### src/rtl/jtag_dtm_tap.sv
// JTAG TAP controller and RISC-V debug transport module, oversampled in the clk domain.
// Turns DMI scans into valid/ready requests toward the debug module.
//
// state  | meaning
// TLR    | test-logic-reset, IR forced to IDCODE, dmistat cleared
// RTI    | run-test/idle
// SEL_DR | select DR scan
// CAP_DR | load the selected DR
// SH_DR  | shift DR, LSB out on TDO
// EX1_DR | exit1 DR
// PAU_DR | pause DR
// EX2_DR | exit2 DR
// UPD_DR | apply DR (DMI request / DTMCS reset)
// SEL_IR | select IR scan
// CAP_IR | load 5'b00001 into IR shifter
// SH_IR  | shift IR
// EX1_IR | exit1 IR
// PAU_IR | pause IR
// EX2_IR | exit2 IR
// UPD_IR | copy IR shifter into IR
module jtag_dtm_tap #(
    parameter logic [31:0] IDCODE    = 32'h1e200a6d,
    parameter int          ABITS     = 6,
    parameter logic [2:0]  IDLE_HINT = 3'd5
) (
    input  logic             clk,
    input  logic             rst_n,
    input  logic             jtag_TCK,
    input  logic             jtag_TMS,
    input  logic             jtag_TDI,
    output logic             jtag_TDO,
    output logic             dmi_req_valid,
    input  logic             dmi_req_ready,
    output logic [ABITS-1:0] dmi_req_addr,
    output logic [31:0]      dmi_req_data,
    output logic [1:0]       dmi_req_op,
    input  logic             dmi_resp_valid,
    output logic             dmi_resp_ready,
    input  logic [31:0]      dmi_resp_data,
    input  logic [1:0]       dmi_resp_op
);

    localparam int DRW = ABITS + 34;

    typedef enum logic [3:0] {
        TLR, RTI, SEL_DR, CAP_DR, SH_DR, EX1_DR, PAU_DR, EX2_DR, UPD_DR,
        SEL_IR, CAP_IR, SH_IR, EX1_IR, PAU_IR, EX2_IR, UPD_IR
    } tap_state_t;

    tap_state_t state_q, state_d;

    logic tck_s1, tck_s2, tck_s3;
    logic tms_s1, tms_s2;
    logic tdi_s1, tdi_s2;
    logic tck_rise, tck_fall;

    logic [4:0]       ir_q, ir_shift;
    logic [DRW-1:0]   dr_q, dr_shifted, dr_capture;
    logic             ir_idcode, ir_dtmcs, ir_dmi;

    logic [ABITS-1:0] last_addr;
    logic [31:0]      last_data;
    logic [1:0]       dmistat;
    logic [1:0]       op_status;
    logic             pending;
    logic             drop_resp;

    logic [ABITS-1:0] upd_addr;
    logic [31:0]      upd_data;
    logic [1:0]       upd_op;
    logic [31:0]      dtmcs_val;

    always_ff @(posedge clk or negedge rst_n) begin
        if (!rst_n) begin
            tck_s1 <= 1'b0;
            tck_s2 <= 1'b0;
            tck_s3 <= 1'b0;
            tms_s1 <= 1'b0;
            tms_s2 <= 1'b0;
            tdi_s1 <= 1'b0;
            tdi_s2 <= 1'b0;
        end else begin
            tck_s1 <= jtag_TCK;
            tck_s2 <= tck_s1;
            tck_s3 <= tck_s2;
            tms_s1 <= jtag_TMS;
            tms_s2 <= tms_s1;
            tdi_s1 <= jtag_TDI;
            tdi_s2 <= tdi_s1;
        end
    end

    assign tck_rise = tck_s2 & ~tck_s3;
    assign tck_fall = ~tck_s2 & tck_s3;

    always_comb begin
        state_d = state_q;
        if (tck_rise) begin
            case (state_q)
                TLR:     state_d = tms_s2 ? TLR    : RTI;
                RTI:     state_d = tms_s2 ? SEL_DR : RTI;
                SEL_DR:  state_d = tms_s2 ? SEL_IR : CAP_DR;
                CAP_DR:  state_d = tms_s2 ? EX1_DR : SH_DR;
                SH_DR:   state_d = tms_s2 ? EX1_DR : SH_DR;
                EX1_DR:  state_d = tms_s2 ? UPD_DR : PAU_DR;
                PAU_DR:  state_d = tms_s2 ? EX2_DR : PAU_DR;
                EX2_DR:  state_d = tms_s2 ? UPD_DR : SH_DR;
                UPD_DR:  state_d = tms_s2 ? SEL_DR : RTI;
                SEL_IR:  state_d = tms_s2 ? TLR    : CAP_IR;
                CAP_IR:  state_d = tms_s2 ? EX1_IR : SH_IR;
                SH_IR:   state_d = tms_s2 ? EX1_IR : SH_IR;
                EX1_IR:  state_d = tms_s2 ? UPD_IR : PAU_IR;
                PAU_IR:  state_d = tms_s2 ? EX2_IR : PAU_IR;
                EX2_IR:  state_d = tms_s2 ? UPD_IR : SH_IR;
                UPD_IR:  state_d = tms_s2 ? SEL_DR : RTI;
                default: state_d = TLR;
            endcase
        end
    end

    assign ir_idcode = (ir_q == 5'h01);
    assign ir_dtmcs  = (ir_q == 5'h10);
    assign ir_dmi    = (ir_q == 5'h11);

    assign op_status = pending ? 2'd3 : dmistat;
    assign dtmcs_val = {14'b0, 2'b0, 1'b0, IDLE_HINT, dmistat, 6'(ABITS), 4'd1};

    // TDI enters at the top of whichever DR width the current instruction selects.
    always_comb begin
        dr_shifted = '0;
        dr_capture = '0;
        if (ir_dmi) begin
            dr_shifted = {tdi_s2, dr_q[DRW-1:1]};
            dr_capture = {last_addr, last_data, op_status};
        end else if (ir_idcode) begin
            dr_shifted[31:0] = {tdi_s2, dr_q[31:1]};
            dr_capture[31:0] = IDCODE;
        end else if (ir_dtmcs) begin
            dr_shifted[31:0] = {tdi_s2, dr_q[31:1]};
            dr_capture[31:0] = dtmcs_val;
        end else begin
            dr_shifted[0] = tdi_s2;
        end
    end

    always_ff @(posedge clk or negedge rst_n) begin
        if (!rst_n) begin
            state_q  <= TLR;
            ir_q     <= 5'h01;
            ir_shift <= 5'h00;
            dr_q     <= '0;
            jtag_TDO <= 1'b0;
        end else begin
            state_q <= state_d;
            if (state_q == TLR) ir_q <= 5'h01;
            if (tck_rise) begin
                case (state_q)
                    CAP_IR:  ir_shift <= 5'b00001;
                    SH_IR:   ir_shift <= {tdi_s2, ir_shift[4:1]};
                    UPD_IR:  ir_q     <= ir_shift;
                    CAP_DR:  dr_q     <= dr_capture;
                    SH_DR:   dr_q     <= dr_shifted;
                    default: ;
                endcase
            end
            if (tck_fall) begin
                if (state_q == SH_IR)      jtag_TDO <= ir_shift[0];
                else if (state_q == SH_DR) jtag_TDO <= dr_q[0];
            end
        end
    end

    assign upd_addr = dr_q[DRW-1:34];
    assign upd_data = dr_q[33:2];
    assign upd_op   = dr_q[1:0];

    assign dmi_resp_ready = 1'b1;

    // pending spans request issue through response; drop_resp eats the reply of an abandoned request.
    always_ff @(posedge clk or negedge rst_n) begin
        if (!rst_n) begin
            dmi_req_valid <= 1'b0;
            dmi_req_addr  <= '0;
            dmi_req_data  <= '0;
            dmi_req_op    <= '0;
            last_addr     <= '0;
            last_data     <= '0;
            dmistat       <= 2'd0;
            pending       <= 1'b0;
            drop_resp     <= 1'b0;
        end else begin
            if (dmi_req_valid && dmi_req_ready) dmi_req_valid <= 1'b0;
            if (dmi_resp_valid) begin
                if (drop_resp) begin
                    drop_resp <= 1'b0;
                end else if (pending) begin
                    last_data <= dmi_resp_data;
                    if (dmistat == 2'd0) dmistat <= dmi_resp_op;
                    pending <= 1'b0;
                end
            end
            if (tck_rise && state_q == CAP_DR && ir_dmi && pending) dmistat <= 2'd3;
            if (tck_rise && state_q == UPD_DR) begin
                if (ir_dmi) begin
                    if (pending) begin
                        dmistat <= 2'd3;
                    end else if ((upd_op == 2'd1 || upd_op == 2'd2) && dmistat == 2'd0) begin
                        dmi_req_valid <= 1'b1;
                        dmi_req_addr  <= upd_addr;
                        dmi_req_data  <= upd_data;
                        dmi_req_op    <= upd_op;
                        last_addr     <= upd_addr;
                        pending       <= 1'b1;
                    end
                end else if (ir_dtmcs && (dr_q[16] || dr_q[17])) begin
                    dmistat <= 2'd0;
                    if (dr_q[17]) begin
                        dmi_req_valid <= 1'b0;
                        pending       <= 1'b0;
                        if (pending && !dmi_resp_valid) drop_resp <= 1'b1;
                    end
                end
            end
            if (state_q == TLR) dmistat <= 2'd0;
        end
    end

endmodule

### config.mk
export PLATFORM = sky130hd
export DESIGN_NAME = jtag_dtm_tap
export DESIGN_NICKNAME = d
export VERILOG_FILES = /design/src/rtl/jtag_dtm_tap.sv
export SDC_FILE = /design/constraint.sdc
export NUM_CORES = 1
export LEC_CHECK = 0
export CAP_MARGIN = 30
export CORE_MARGIN = 3
export CORE_UTILIZATION = 55
export CTS_CLUSTER_DIAMETER = 40
export CTS_CLUSTER_SIZE = 28
export DETAILED_ROUTE_END_ITERATION = 8
export DONT_BUFFER_PORTS = 1
export MAX_ROUTING_LAYER = met4
export PLACE_DENSITY_LB_ADDON = 0.05
export SLEW_MARGIN = 10
export SYNTH_ARGS = -nofsm -noshare
export SYNTH_HDL_FRONTEND = slang
export SYNTH_SLANG_ARGS = --single-unit
### constraint.sdc
create_clock -name clk -period 2.2 [get_ports clk]
set_input_delay 0.66 -clock clk [delete_from_list [all_inputs] [get_ports clk]]
set_output_delay 0.66 -clock clk [all_outputs]
set_load 0.01 [all_outputs]
==> results of run 1 <==
[through the flow]
step | instances | setup WS, ns | hold WS [ns]
2_1_floorplan | 508 | 0.0749 | 0.331
3_3_place_gp | 633 | 0.0740 | 0.332
3_5_place_dp | 634 | 0.0644 | 0.336
4_1_cts | 666 | 0.0538 | -0.194
5_1_grt | 667 | 0.00918 | -0.199
6_report | 667 | 0.0819 | -0.171
[state kept, by name (all words and copies together), names as in the netlist]
name,cells
pending,1
tck_s2,1
dmistat,2
dmi_req_valid,1
state_q,4
tms_s1,1
tdi_s1,1
dr_q,40
dmi_req_op,2
drop_resp,1
ir_q,5
last_addr,6
jtag_TDO,1
tdi_s2,1
tck_s3,1
ir_shift,5
last_data,32
tck_s1,1
tms_s2,1
dmi_req_data,32
[final timing paths]
path                            depth (start not counted)            to  slack, ns  startpoint
worst max-delay path                                    4  last_addr[1]       0.08  state_q[0]
worst min-delay path                                    0  last_addr[3]      -0.17       rst_n
worst max register to register                          4  last_addr[1]       0.08  state_q[0]
worst min register to register                          0        tck_s2       0.35      tck_s1
max in group asynchronous                               0       ir_q[0]       2.10       rst_n
min in group clk                                        0        tdi_s1       0.17    jtag_TDI
[placed cells by master, fill, tap and decap left out, types with 7 or more instances in the layout]
cell,instances
mux2_2,72
a22oi_1,17
nor2_1,10
inv_1,10
nand2_1,45
mux2i_1,8
nand3b_1,9
o31ai_1,8
nand3_1,12
buf_4,24
o21ai_0,47
dfrtp_1,138
clkbuf_16,16
a21oi_1,17
or3_1,7
[worst max-delay path, cell delays in order (launching register included)]
cell and delay (ns):
dfrtp_1 0.43, or4b_4 0.57, nor4_4 0.38, buf_6 0.25
mux2_2 0.36
[layout make-up]
type                       count  area share [%]
clock inverter                 7            1.30
clock buffer                  25            6.95
inverter                      10           0.550
timing repair buffer          28            3.56
tap                          136            2.49
sequential                   139            51.0
multi-input combinational    321            34.1
antenna                        1          0.0367
[routing by layer]
metal / vias to the layer above / track usage, % / share of wire (%) / routed length (um)
met5: - / - / 0 / 0
met4: 0 / 7.06 / 0.74 / 93
met3: 9 / 6.33 / 5.2 / 648
met2: 100 / 33.8 / 48 / 6050
met1: 2004 / 28.9 / 46 / 5770
li1: 1847 / - / - / -
[synthesized netlist by cell type, types with 2 or more instances]
cell / instances
dfrtp_1: 138
mux2_2: 72
o21ai_0: 47
nand2_1: 45
clkbuf_1: 23
a21oi_1: 17
a22oi_1: 17
nand3_1: 12
inv_1: 10
nor2_1: 10
nand3b_1: 9
mux2i_1: 8
o31ai_1: 8
or3_1: 7
buf_6: 6
buf_1: 5
nor3_1: 5
o21ai_1: 5
nand2b_1: 4
nor2b_1: 4
nor3b_1: 4
or2_2: 4
a31oi_1: 3
buf_2: 3
o211ai_1: 3
a32oi_1: 2
mux2_1: 2
nand4_1: 2
o32ai_1: 2
o41ai_1: 2
or4_1: 2
xor2_1: 2
[cells by family after synthesis]
| group | after synthesis | synth area share (%) |
|---|---|---|
| muxes | 82 | 15.1 |
| DFF | 139 | 57.7 |
| xor gates and xnor gates | 3 | 0.436 |
| other | 1 | 0.0622 |
| AOI/OAI and AO/OA | 117 | 12.0 |
| and+or+nand+nor | 118 | 10.8 |
| buffers and inverters | 48 | 3.86 |
[where the power goes]
group / switching, mW / total, mW / internal [mW]
clock: 0.995 / 2.69 / 1.70
combinational: 0.699 / 1.21 / 0.506
sequential: 0.229 / 3.02 / 2.79
total: 1.92 / 6.91 / 4.99
[what timing repair did]
action	CTS	global route
endpoints found under the setup margin	0	25
buffers inserted	0	0
resized for setup	0	3
endpoints found under the hold margin	139	139
==> flow_summary.yaml, run 1 <==
run_status:
  outcome: "finished with violations"
  violations: "hold timing"
power:
  leakagePower_nw: 3.21
  finalPower_mw: 6.91
  power_density_mw_per_mm2: 1010
  irDropWorstVdd_uv: 792
cts:
  cts-root-buf: "clkbuf_8"
  cts_tree: "done"
  cts.path.max_buffers: 2
  cts_sinks: 139
  clock_latency_ns: 0.52
  htree_levels: 4
  numCtsBuffers: 17
  clk_pin_slew_ns: 0.06
floorplanning:
  core-area_mm2: 0.0105
  rows: 37
  dieArea_mm2: 0.0123
  die_x_um: 111
  io_pins: 84
  start_util_pct: 57.4
  die_y_um: 111
detailed_routing:
  avgRoutedWirePerCell_um: 18.8
  totalWireLength_mm: 12.6
  remaining_drc_errors: 0
  firstDrtPassIters: 4
  num_vias: 3960
  ant_nets: 0
  vias_per_cell: 5.94
  dr.first_iter.drc_count: 303
sta:
  skew_ns: 0.00811
  finalCritPeriodShare_pct: 96.3
  slew_viol_final: 0
  final-setup-viol-count: 0
  hold_viol: 138
  finalSetupTns_ns: 0
  clock.fmax_mhz: 472
  worst_pin_slew_ns: 0.641
  finalCriticalPeriod_ns: 2.12
  whs_ns: -0.171
  rsz0062_at_grt: "false"
  slew_headroom_pct: 57.0
logic_synthesis:
  synthArstFlopShare_pct: 100
  synth_edf_count: 0
  yosysWarnings: 0
  synth_seq_area_share_pct: 57.7
  ys.flop_type: "dfrtp_1"
  synthCells: 508
  syn_nets: 549
  avgSynthCellArea_um2: 11.9
  synth_cell_types: 57
  synthTopCellsByArea: "dfrtp_1, mux2_2, o21ai_0"
  syn_area_mm2: 0.00603
  ys_seq_elements: 139
  yosys.area.top_type: "dfrtp_1"
  synth_top_area_share_pct: 57.3
place:
  dp.final_hpwl_mm: 8.44
  gp_congestion: 0.813
  io_buffers: 0
  placed_area_mm2: 0.00624
worst_hold_path:
  hold_path.class: "input pin to asynchronous set/reset pin"
worst_setup_path:
  cp.arrival_ns: 2.52
  critPathLaunchType: "register"
  crit_fanout: 16
  critPathKind: "register to register"
  crit_path_end_kind: "register"
  cp.required_ns: 2.60
global_route:
  grt_pass1_vias: 4090
  antenna_found_initial: 1
  grt_max_degree: 140
  grt.overflow.total: 0
  grt_pass1_wl_mm: 21.0
  grtUsageTotal_pct: 22.1
cells_and_area:
  fin_nets: 558
  n_fill_cell: 805
  area_delta_synth_final_pct: 13.2
  ff_latch_area_mm2: 0.00348
  drive_above_1_share_pct: 26.4
  fin_util_pct: 64.9
  multiInputGateArea_mm2: 0.00233
  fin_area_mm2: 0.00683
job:
  cap_violations: 0
Power figures use the tool's default switching activity.
==> run 2, diff against run 1 <==
Settings changed: CELL_PAD_IN_SITES_DETAIL_PLACEMENT from default to 1, CELL_PAD_IN_SITES_GLOBAL_PLACEMENT from default to 1, CORE_UTILIZATION 55 to 46.
==> run 2 against run 1 <==
Net effect:
- the flow still finishes with violations (hold timing)
- critical path depth unchanged
- clock-buffer cell count unchanged
- sequential power about the same
- register-to-register slack worse by 0.03 ns
- global-route usage fell by 0.49 points
- highest routed layer unchanged
==> flow_summary.yaml, run 2 (synthesis results as in run 1) <==
run_status:
  outcome: "finished with violations"
  violations: "hold timing"
cells_and_area:
  area_delta_synth_final_pct: 13.3
  top_regs: "dr_q (40), dmi_req_data (32), last_data (32)"
  final_cell_count_no_fill: 701
  regMostFlops: "dr_q"
  fin_util_pct: 53.7
  fin_nets: 555
  drive_above_1_share_pct: 26.0
  largest_reg_flops: 40
  fin_area_mm2: 0.00683
  mostFrequentLayoutCells: "dfrtp_1, mux2_2, o21ai_0"
  final_common_cell: "dfrtp_1"
  n_fill_cell: 1354
sta:
  rsz0062_at_grt: "true"
  hold_viol: 128
  slew_headroom_pct: 57.3
  slew_viol_final: 0
  finalCritPeriodShare_pct: 97.6
  worst_pin_slew_ns: 0.638
  final-setup-viol-count: 0
  skew_ns: 0.00721
  finalSetupTns_ns: 0
  clock.fmax_mhz: 466
  finalCriticalPeriod_ns: 2.15
  whs_ns: -0.0579
  fin_ws_ns: 0.0537
cts:
  cts.path.max_buffers: 2
  post_cts_buffers: 0
  htree_levels: 4
  cts-root-buf: "clkbuf_16"
  clk_pin_slew_ns: 0.06
  cts_tree: "done"
  clock_latency_ns: 0.41
  cts_sinks: 139
  numCtsBuffers: 17
floorplanning:
  io_pins: 84
  start_util_pct: 47.4
  rows: 41
  die_y_um: 120
  dieArea_mm2: 0.0145
  die_x_um: 120
  core-area_mm2: 0.0127
detailed_routing:
  dr.first_iter.drc_count: 196
  vias_per_cell: 5.76
  num_vias: 4037
  remaining_drc_errors: 0
  met3_wirelength_um: 716
  ant_nets: 0
  wl_met1_mm: 6.28
  wl_met2_mm: 7.11
  routed.top_layer: "met4"
  totalWireLength_mm: 14.3
  avgRoutedWirePerCell_um: 20.4
  firstDrtPassIters: 4
global_route:
  grt.overflow.total: 0
  grt_pass1_vias: 4324
  grtUsageTotal_pct: 21.6
  antenna_found_initial: 2
  grt_pass1_wl_mm: 23.6
  grt_max_degree: 140
worst_setup_path:
  cp.arrival_ns: 2.44
  critPathLaunchType: "register"
  ff2ff_path_depth: 4
  crit_path_end_kind: "register"
  critPathKind: "register to register"
  cp.required_ns: 2.49
  crit_fanout: 22
power:
  power_density_mw_per_mm2: 1030
  leakagePower_nw: 3.19
  irDropWorstVdd_uv: 646
  finalPower_mw: 7.04
place:
  dp.final_hpwl_mm: 9.50
  gp_congestion: 0.810
  dp_slack_ns: -0.00590
  io_buffers: 0
  placed_area_mm2: 0.00625
  placedCellCount: 667
worst_hold_path:
  hold_path.class: "input pin to asynchronous set/reset pin"
job:
  cap_violations: 0
## run 2: repair_timing
action,in CTS,in global routing
gates resized for setup,1,0
endpoints found under the hold margin,138,138
endpoints found under the setup margin,1,15
## run 2: metal layers
metal  track usage [%]  vias up
met1              27.1     2098
met5                 -        -
met2              34.3       88
met3              5.94       18
li1                  -     1833
met4              7.15        0
## run 2: final timing paths
check | slack, ns | endpoint | startpoint
max | 0.05 | dmi_req_data[2] | state_q[1]
min | -0.06 | last_addr[0] | rst_n
max reg2reg | 0.05 | dmi_req_data[2] | state_q[1]
min reg2reg | 0.35 | tms_s2 | tms_s1
max in group asynchronous | 1.93 | ir_q[0] | rst_n
min in group clk | 0.27 | tck_s1 | jtag_TCK
## run 2: power by group
| group | total (mW) | internal (mW) | switching, mW | leakage (nW) |
|---|---|---|---|---|
| Clock | 2.78 | 1.75 | 1.03 | 0.285 |
| Combinational | 1.24 | 0.482 | 0.761 | 1.02 |
| Sequential | 3.02 | 2.79 | 0.231 | 1.89 |
| Total | 7.04 | 5.02 | 2.02 | 3.19 |
## run 2: cell type report
cell class / instances / area, um2 / area share [%]
antenna: 2 / 5.00 / 0.0732
clock buffer: 25 / 485 / 7.10
clock inverter: 7 / 88.8 / 1.30
inverter: 10 / 37.5 / 0.549
multi-input combinational: 321 / 2320 / 34.0
sequential: 139 / 3480 / 50.9
tap: 172 / 215 / 3.15
timing repair buffer: 25 / 200 / 2.93
## run 2: worst max-delay path, cell delays in order (launching register included)
cell and delay [ns]:
dfrtp_1 0.41, or4b_4 0.57, nor4_4 0.29, buf_4 0.36, mux2_2 0.38
